`config.mk`:
```
export PLATFORM = sky130hd
export DESIGN_NAME = seq_bypass_divider
export DESIGN_NICKNAME = d
export VERILOG_FILES = /design/src/rtl/seq_bypass_divider.sv
export SDC_FILE = /design/constraint.sdc
export NUM_CORES = 1
export LEC_CHECK = 0
export CORE_MARGIN = 10
export CORE_UTILIZATION = 39
export DETAILED_ROUTE_END_ITERATION = 10
export PLACE_DENSITY = 0.63
export SYNTH_ARGS = -nofsm -noshare
export SYNTH_HDL_FRONTEND = slang
export SYNTH_SLANG_ARGS = --single-unit
```
`constraint.sdc`:
```
create_clock -name clk -period 4.9 [get_ports clk]
set_input_delay 0.735 -clock clk [delete_from_list [all_inputs] [get_ports clk]]
set_output_delay 0.735 -clock clk [all_outputs]
set_load 0.005 [all_outputs]
```
`src/rtl/seq_bypass_divider.sv`:
```
// Sequential radix-2 restoring unsigned divider with leading-zero bypass.
// One quotient bit per cycle, starting at the dividend's most significant set bit.
module seq_bypass_divider #(
    parameter int WIDTH = 64
) (
    input  logic             clk,
    input  logic             rst_n,
    input  logic             in_valid,
    output logic             in_ready,
    input  logic [WIDTH-1:0] dividend,
    input  logic [WIDTH-1:0] divisor,
    output logic             out_valid,
    input  logic             out_ready,
    output logic [WIDTH-1:0] quotient,
    output logic [WIDTH-1:0] remainder,
    output logic             div_by_zero
);

    localparam int IW = (WIDTH > 1) ? $clog2(WIDTH) : 1;

    typedef enum logic [1:0] {
        IDLE = 2'd0,
        ITER = 2'd1,
        DONE = 2'd2
    } state_t;

    state_t           state_reg;
    state_t           state_next;

    logic [WIDTH-1:0] dvd_reg;
    logic [WIDTH-1:0] dvs_reg;
    logic [WIDTH-1:0] quo_reg;
    logic [WIDTH-1:0] rem_reg;
    logic [IW-1:0]    idx_reg;
    logic             dbz_reg;

    logic [WIDTH-1:0] quo_next;
    logic [WIDTH-1:0] rem_next;
    logic [IW-1:0]    msb_idx;
    logic             accept;
    logic             dvd_zero;
    logic             dvs_zero;
    logic             cur_bit;
    logic [WIDTH:0]   trial;
    logic [WIDTH-1:0] diff;
    logic             ge;

    assign accept   = in_valid && (state_reg == IDLE);
    assign dvd_zero = (dividend == '0);
    assign dvs_zero = (divisor == '0);

    // Position of the highest set dividend bit; iterations above it are skipped.
    always_comb begin
        msb_idx = '0;
        for (int i = 0; i < WIDTH; i++) begin
            if (dividend[i]) begin
                msb_idx = IW'(i);
            end
        end
    end

    // Trial subtraction inputs are forced to zero outside ITER so the
    // comparator and subtractor stay quiet while idle or holding a result.
    assign cur_bit = dvd_reg[idx_reg];
    assign trial   = (state_reg == ITER) ? {rem_reg, cur_bit} : '0;
    assign ge      = (trial >= {1'b0, dvs_reg});
    assign diff    = trial[WIDTH-1:0] - dvs_reg;

    always_comb begin
        quo_next          = quo_reg;
        quo_next[idx_reg] = ge;
        rem_next          = ge ? diff : trial[WIDTH-1:0];
    end

    // State register
    always_ff @(posedge clk or negedge rst_n) begin
        if (!rst_n) begin
            state_reg <= IDLE;
        end else begin
            state_reg <= state_next;
        end
    end

    // Next-state logic
    always_comb begin
        state_next = state_reg;
        case (state_reg)
            IDLE: begin
                if (accept) begin
                    state_next = (dvs_zero || dvd_zero) ? DONE : ITER;
                end
            end
            ITER: begin
                if (idx_reg == '0) begin
                    state_next = DONE;
                end
            end
            DONE: begin
                if (out_ready) begin
                    state_next = IDLE;
                end
            end
            default: state_next = IDLE;
        endcase
    end

    // Handshake outputs depend on state only
    always_comb begin
        in_ready  = 1'b0;
        out_valid = 1'b0;
        case (state_reg)
            IDLE:    in_ready  = 1'b1;
            DONE:    out_valid = 1'b1;
            default: ;
        endcase
    end

    // Datapath: operand capture, special-case results and the iteration step
    always_ff @(posedge clk or negedge rst_n) begin
        if (!rst_n) begin
            dvd_reg <= '0;
            dvs_reg <= '0;
            quo_reg <= '0;
            rem_reg <= '0;
            idx_reg <= '0;
            dbz_reg <= 1'b0;
        end else if (accept) begin
            dbz_reg <= dvs_zero;
            if (dvs_zero) begin
                quo_reg <= '1;
                rem_reg <= dividend;
            end else if (dvd_zero) begin
                quo_reg <= '0;
                rem_reg <= '0;
            end else begin
                quo_reg <= '0;
                rem_reg <= '0;
                dvd_reg <= dividend;
                dvs_reg <= divisor;
                idx_reg <= msb_idx;
            end
        end else if (state_reg == ITER) begin
            quo_reg <= quo_next;
            rem_reg <= rem_next;
            idx_reg <= idx_reg - 1'b1;
        end
    end

    assign quotient    = quo_reg;
    assign remainder   = rem_reg;
    assign div_by_zero = dbz_reg;

endmodule
```
-- Yosys cells after proc, flatten, opt, wreduce, memory -nomap -nowiden
Cells that the tools add are included.
- bits in registers: 265
- bits of input ports: 132
- word-level logic and storage cells: 119
- output and inout bits: 131
- equal/unequal tests: 7
- reduce and logical (&&, ||, !) cells: 11
- magnitude comparators: 3
- bitwise logic cells: 2
- add/sub/neg operators: 2
- muxes and demuxes: 87
- operators by type and width (cell ; count):
    $mux 64 ; 7
    $mux 6 ; 64
    $logic_not 64->1 ; 2
    $ge 65x64->1 ; 1
    $mux 65 ; 1
    $bwmux 64 ; 1
    $sub 64x64->64 ; 1
    $mux 2 ; 6
    $ne 2x2->1 const B ; 5
    $reduce_and 3->1 ; 3
    $lt 6x7->1 const B ; 1
    $bmux 1 s6 ; 1
    $demux 1 s6 ; 1
    $ge 6x1->1 const B ; 1
    $logic_not 6->1 ; 1
    $pmux 2 s3 ; 1
    $sub 6x1->6 const B ; 1
    $mux 1 ; 5
    $eq 2x1->1 const B ; 1
    $eq 2x2->1 const B ; 1
    $logic_and 1x1->1 ; 2
    $logic_not 2->1 ; 1
    $not 1->1 ; 2
    $reduce_bool 2->1 ; 1
    $logic_or 1x1->1 ; 1

-- Longest topological paths before layout
Gate-level depths: netlist of run 1.
- word-level depth: 66
- depth in mapped cells: 22
- mapped depth without buffers: 20

-- Worst setup path after synthesis of run 1
OpenSTA, ideal clock, no wires.
- path type: register to register
- from: register idx_reg[0]
- to: register rem_reg[62], in the netlist remainder[62]
- data required time: 4764 ps
- slack: 88 ps
- stages on the path, launching flop included: 19
- setup time: 136 ps
- buffers on the path: 2
- period minus slack after synthesis: 4812 ps
- data arrival time: 4676 ps
- cell sequence: dfrtp_1 -> clkbuf_1 -> buf_1 -> mux4_2 -> mux2i_1 -> o22ai_1 -> o31ai_1 -> ha_1 -> fa_1 -> nand2b_1 -> a211oi_1 -> o311ai_0 -> nand2_1 -> o31ai_1 -> a21oi_1 -> o41a_1 -> a21oi_1 -> mux2i_1 -> a31oi_1
- word-level cells in the longest chain between the ends: 7
- elaborated cells on any way between the ends: 8
- classes of those cells: add/sub: 1; order compare: 1; mux: 6
- RTL lines (what ; RTL line ; source):
    start, declared ; 34 ; logic [IW-1:0] idx_reg;
    start signal, assigned ; 140 ; idx_reg <= msb_idx;
    start signal, assigned ; 145 ; idx_reg <= idx_reg - 1'b1;
    $bmux 1 s6 * ; 64 ; assign cur_bit = dvd_reg[idx_reg];
    $mux 1 (implied by the code) * ; 64 ;
    $mux 65 * ; 65 ; assign trial = (state_reg == ITER) ? {rem_reg, cur_bit} : '0;
    $sub 64x64->64 / $ge 65x64->1 (equally long branches) ; 67, 66 ;
    $mux 64 * ; 72 ; rem_next = ge ? diff : trial[WIDTH-1:0];
    $mux 64 * ; 142 ; end else if (state_reg == ITER) begin
    $mux 64 * ; 127 ; end else if (accept) begin
    end signal, assigned ; 131 ; rem_reg <= dividend;
    end signal, assigned ; 144 ; rem_reg <= rem_next;
    end, declared ; 33 ; logic [WIDTH-1:0] rem_reg;
Mark *: on every way between the ends. The rest lies on a longest branch, timed or not. The select of a mux whose other input is x is not followed.
A chain may end at the register's enable or synchronous reset.

-- Worst setup path in the final report of run 1
- from: register idx_reg[0]
- to: register rem_reg[60], in the netlist remainder[60]
The elaborated chain is that of the path after synthesis.

==> reports/results.ini, run 1 <==
[outcome]
status = finished clean

[synth]
yosysWarningCount = 0
synth_edf_count = 0
syn_nets = 2189
ys_ff_latch = 265
synth_cells = 1991
synth.distinct_cells = 74
ys.flop_type = dfrtp_1
ys_seq_area_share_pct = 38.81
synth-async-reset-ratio_pct = 100.0
avgSynthCellArea_um2 = 8.582
synth_area_um2 = 17090

[drt]
drt_wl_total_um = 70550
vias = 17350
drtIter0Drc = 1877
firstDrtPassIters = 7
wl_per_cell_um = 24.44
drc_errors = 0
drtAntennaViolNets = 0
viasPerCell = 6.013

[global_routing]
grt_max_degree = 119
grt_pass1_wl_um = 106800
grt_pass1_vias = 17230
grt_remaining_overflow = 0
antenna_found_initial = 4
grt.total_usage_pct = 25.81

[worst_setup_path]
slowest_stage = dfrtp_2
cp_top_family = compound AO/OA/AOI/OAI gates
cpMostUsedCell = buf_4
cpPeakStageDelay_ps = 450
crit_required_ps = 5340
path_buf_inv = 4
criticalPathCategory = flop to flop
end_kind = flop
reg2regPathDepth = 23
cp.arrival_ps = 5080
path_max_fanout = 5
worstSetupStartpointType = flop
critical_path.cell_chain = mux2_4, a221oi_2, a21oi_1, a21oi_1, o221a_2, o221ai_1, o31ai_1, buf_4, ha_4, fa_2, nand2b_4, a211oi_2, o311ai_1, buf_4, nand2_1, o31ai_1, buf_4, a21oi_2, o41a_1, buf_6, a31oi_4, xor2_1, o21ai_1
r2r-end = remainder[60]
rrSetupSlack_ps = 260
r2r-start = idx_reg[0]

[power]
ir_drop_v = 0.0005349
power_density_nw_per_um2 = 866.3
power.leakage_uw = 0.009149

[place]
gp_congestion = 0.9713
portBuffers = 262
hpwl_um = 53830
dpl_cell_area_um2 = 20910
dp_cells = 2825

[clocking]
cts_tree = yes
cts_buffers = 31
numClockSinks = 265
holdBufCountCts = 0
clock_latency_ps = 580
clock_path_buffers = 3
ctsRootBufferMaster = clkbuf_16
clkTransAtPathRegs_ps = 60
ctsHtreeMaxLevel = 1

[sta]
worst_slew_pin_slew_ps = 1159
maxSlewViolCount = 0
fin_crit_ps = 4640
slew_headroom_pct = 22.12
max_freq_mhz = 215.5
period_share_pct = 94.70
hold_viol = 0
holdWs_ps = 193.0
setup_viol_count_final = 0
clock_skew_ps = 12.74

[final_layout]
nNetsFinal = 2475
final_cells = 2886
drive_gt1_share_pct = 12.79
syn_to_final_growth_pct = 29.57
mostFrequentLayoutCell = dfrtp_1
final_cell_mix = 262 x dfrtp_1, 261 x clkdlybuf4s50_1, 200 x nand2_1
stdcell_area_um2 = 22140

[die]
dieHeight_um = 229.3
dieArea_um2 = 52590
pin_count = 263
core_um2 = 43170
start_util_pct = 39.58
row_count = 76
fp.dieW_um = 229.3

[run]
cap_violations = 0

[worst_hold_path]
min_path_type = input port to async pin

metrics by stage:
step	TNS, ps	utilization, %	total power, uW	setup WS (ps)
floorplan	0	-	11610	88.35
global placement	0	48.42	16130	45.84
detailed placement	-28.22	48.42	16220	-28.22
CTS	0	50.94	18790	40.79
global route	-113.3	51.28	20510	-36.39
finish	0	51.29	19180	259.8
per-layer routing:
metal / vias up / wire, um / global-route usage (%)
li1: 7835 / - / -
met1: 8497 / 29900 / 34.35
met2: 883 / 31650 / 40.55
met3: 134 / 6345 / 5.921
met4: 4 / 2633 / 8.732
met5: - / 17 / 0
worst max path at each step:
stage,startpoint,end,slack [ps],depth (start not counted)
2_1_floorplan,idx_reg[0],remainder[62],90,18
3_3_place_gp,state_reg[0],quotient[8],50,17
3_5_place_dp,idx_reg[1],quotient[8],-30,22
4_1_cts,idx_reg[0],remainder[62],40,22
5_1_grt,idx_reg[0],remainder[60],-40,23
6_report,idx_reg[0],remainder[60],260,23
synthesized netlist by cell type (all sizes together), types with 24 or more instances:
master / instances / area share [%]
a31oi: 48 / 1.8
dfrtp: 265 / 39
nor4: 38 / 1.4
nand4: 25 / 0.92
and2: 73 / 2.7
nand2: 202 / 4.4
a21o: 24 / 1.1
inv: 91 / 2.0
xnor2: 33 / 1.7
buf: 33 / 0.89
ha: 65 / 4.8
o211ai: 56 / 2.5
mux2: 68 / 4.5
a21oi: 165 / 4.8
nor3: 31 / 0.94
o21ai: 199 / 5.8
o31ai: 24 / 1.1
clkbuf: 95 / 2.1
nand3: 48 / 1.4
nor2: 144 / 3.2
final cells by class:
type,instances,area (um^2)
fill,4152,21030
timing repair buffer,381,3602
clock buffer,47,935.9
tap,585,732.0
multi-input combinational,1507,9746
sequential,265,6635
antenna,2,5.005
clock inverter,8,143.9
inverter,91,341.6
power breakdown:
| group | leakage [uW] | internal [uW] | total, uW | switching (uW) |
|---|---|---|---|---|
| clock | 0.000533 | 1510 | 2470 | 960 |
| sequential | 0.00328 | 3190 | 3980 | 792 |
| combinational | 0.00534 | 5420 | 12700 | 7310 |
timing repair:
action / in CTS / in global routing
resized for setup: 1 / 27
buffers inserted: 0 / 4
endpoints found under the setup margin: 8 / 48
pin swaps: 0 / 12
cell families (layout without fill, tap and decap cells):
group	Yosys count	after routing	synth area share (%)
fa+ha+maj	66	66	4.877
other cells	0	2	0
simple gates	648	648	18.49
flops	265	265	38.81
xor+xnor	50	50	2.563
buf+inv	219	527	4.979
compound gates	656	656	24.03
mux	87	87	6.253
worst register-to-register path: stages (launching register included):
cell	delay, ps
dfrtp_2	450
mux2_4	320
a221oi_2	250
a21oi_1	60
a21oi_1	150
o221a_2	210
o221ai_1	110
o31ai_1	280
buf_4	180
ha_4	140
fa_2	210
nand2b_4	130
a211oi_2	70
o311ai_1	250
buf_4	170
nand2_1	70
o31ai_1	250
buf_4	190
a21oi_2	70
o41a_1	380
buf_6	150
a31oi_4	170
xor2_1	170
o21ai_1	90
(Power assumes the default switching activity.)
==> run 2, diff against run 1 <==
- CTS_BUF_LIST: unset -> sky130_fd_sc_hd__clkbuf_4 sky130_fd_sc_hd__clkbuf_8 sky130_fd_sc_hd__clkbuf_16
==> reports/results.ini, run 2 (synthesis gave the netlist of run 1 again) <==
[outcome]
status = finished clean

[worst_setup_path]
reg2regPathDepth = 23  ; unchanged
path_max_fanout = 5  ; unchanged
end_kind = flop
crit_required_ps = 5340  ; about the same
cp.arrival_ps = 5090  ; about the same
worstSetupStartpointType = flop
cpMostUsedCell = buf_4
criticalPathCategory = flop to flop
cpPeakStageDelay_ps = 450  ; about the same
slowest_stage = dfrtp_2
critical_path.cell_chain = mux2_4, a221oi_2, a21oi_1, a21oi_1, o221a_2, o221ai_1, o31ai_1, buf_4, ha_4, fa_2, nand2b_4, a211oi_2, o311ai_1, buf_4, nand2_1, o31ai_1, buf_4, a21oi_2, o41a_1, buf_6, a31oi_4, xor2_1, o21ai_1

[final_layout]
drive_gt1_share_pct = 13.05  ; +0.26 points
nNetsFinal = 2475  ; unchanged
fin_util_pct = 51.34  ; +0.058 points
final_cell_mix = 262 x dfrtp_1, 261 x clkdlybuf4s50_1, 200 x nand2_1
syn_to_final_growth_pct = 29.72
mostFrequentLayoutCell = dfrtp_1

[die]
pin_count = 263  ; unchanged
start_util_pct = 39.58  ; unchanged
core_um2 = 43170  ; unchanged
row_count = 76  ; unchanged
dieHeight_um = 229.3  ; unchanged
fp.dieW_um = 229.3  ; unchanged
dieArea_um2 = 52590  ; unchanged

[global_routing]
grt_pass1_wl_um = 106700  ; about the same
grt_pass1_vias = 17210  ; -0.11%
grt_remaining_overflow = 0  ; unchanged
grt.total_usage_pct = 25.80  ; about the same
grt_max_degree = 119  ; unchanged
antenna_found_initial = 4  ; unchanged

[drt]
drtIter0Drc = 1938  ; +3.2%
viasPerCell = 5.982  ; -0.52%
wl_per_cell_um = 24.46  ; about the same
drt_wl_total_um = 70620  ; +0.11%
drc_errors = 0  ; unchanged
firstDrtPassIters = 8  ; +1
vias = 17270  ; -0.48%
drtAntennaViolNets = 0  ; unchanged

[clocking]
cts_buffers = 31  ; unchanged
ctsHtreeMaxLevel = 1  ; unchanged
numClockSinks = 265  ; unchanged
clock_path_buffers = 3  ; unchanged
ctsRootBufferMaster = clkbuf_16
clock_latency_ps = 580  ; about the same
clkTransAtPathRegs_ps = 60  ; about the same
cts_tree = yes

[place]
gp_congestion = 0.9713  ; unchanged
hpwl_um = 53830  ; unchanged
portBuffers = 262  ; unchanged

[power]
power_uw = 19250  ; +0.34%
power_density_nw_per_um2 = 868.3  ; +0.23%
ir_drop_v = 0.0005390  ; +0.77%
power.leakage_uw = 0.009170  ; +0.22%

[sta]
max_freq_mhz = 215.1  ; -0.20%
maxSlewViolCount = 0  ; unchanged
clock_skew_ps = 12.89  ; +0.1541 ps
hold_viol = 0  ; unchanged
worst_slew_pin_slew_ps = 1175  ; +16.16 ps
period_share_pct = 94.89  ; +0.19 points
setup_viol_count_final = 0  ; unchanged
fin_crit_ps = 4650  ; +9.403 ps
slew_headroom_pct = 21.03  ; -1.1 points

[worst_hold_path]
min_path_type = input port to async pin

[run]
cap_violations = 0  ; unchanged

-- run 2: changes by cell type in the layout (fill, tap and decap cells not counted), sizes merged --
cell | previous run | this run
diode | 2 | 3
-- run 2: critical path, delay by kind of cell (launching register included) --
family	cells	cell delay (ps)
XOR/XNOR	1	170
AO/OA/AOI/OAI	13	2330
AND/OR/NAND/NOR	2	200
multiplexers	1	320
flip-flops	1	450
adder cells (fa/ha/maj)	2	360
buffers and inverters	4	690
-- run 2: worst paths after layout --
check / start / end / slack, ps
hold reg to reg: quotient[59] / quotient[59] / 490
setup reg to reg: idx_reg[0] / remainder[60] / 250
min in group clk: quotient[59] / quotient[59] / 490
hold / removal: rst_n / dvd_reg[18] / 220
setup / recovery: idx_reg[0] / remainder[60] / 250
max in group asynchronous: rst_n / remainder[42] / 3710
-- run 2: where the power goes --
part	total, uW	switching, uW	internal (uW)
sequential	3980	794	3190
clock	2510	965	1550
combinational	12800	7340	5420
total	19200	9090	10200
-- run 2: routing by layer --
| metal | global-route usage (%) | wire, um | vias to the layer above |
|---|---|---|---|
| met1 | 34.34 | 30190 | 8433 |
| met5 | 0 | 15 | - |
| met4 | 8.214 | 2366 | 4 |
| met2 | 40.75 | 31820 | 865 |
| met3 | 5.946 | 6235 | 119 |
| li1 | - | - | 7848 |
-- run 2: final cells by class --
| cell class | instances | area, um^2 |
|---|---|---|
| inverters | 91 | 341.6 |
| diodes | 3 | 7.507 |
| fillers | 4144 | 21010 |
| well taps | 585 | 732.0 |
| clock inverters | 8 | 143.9 |
| flip-flops and latches | 265 | 6635 |
| repair buffers | 381 | 3602 |
| clock buffers | 47 | 958.4 |
| multi-input cells | 1507 | 9746 |
-- run 2: timing repair --
| action | in CTS | in global routing |
|---|---|---|
| buffers inserted | 0 | 4 |
| pin swaps | 0 | 12 |
| endpoints found under the setup margin | 8 | 49 |
| hold buffers | 0 | 0 |
| gates resized for setup | 1 | 27 |
-- run 2: stage by stage --
stage	cells	setup TNS, ps	cell area, um^2	setup WS, ps	hold WS [ps]
floorplan	1991	0	17090	88.35	439.4
global placement	2825	0	20910	45.84	481.6
detailed placement	2825	-28.22	20910	-28.22	482.9
CTS	2880	0	22010	39.30	312.8
global route	2885	-106.9	22160	-36.56	331.9
finish	2887	0	22170	250.4	218.1
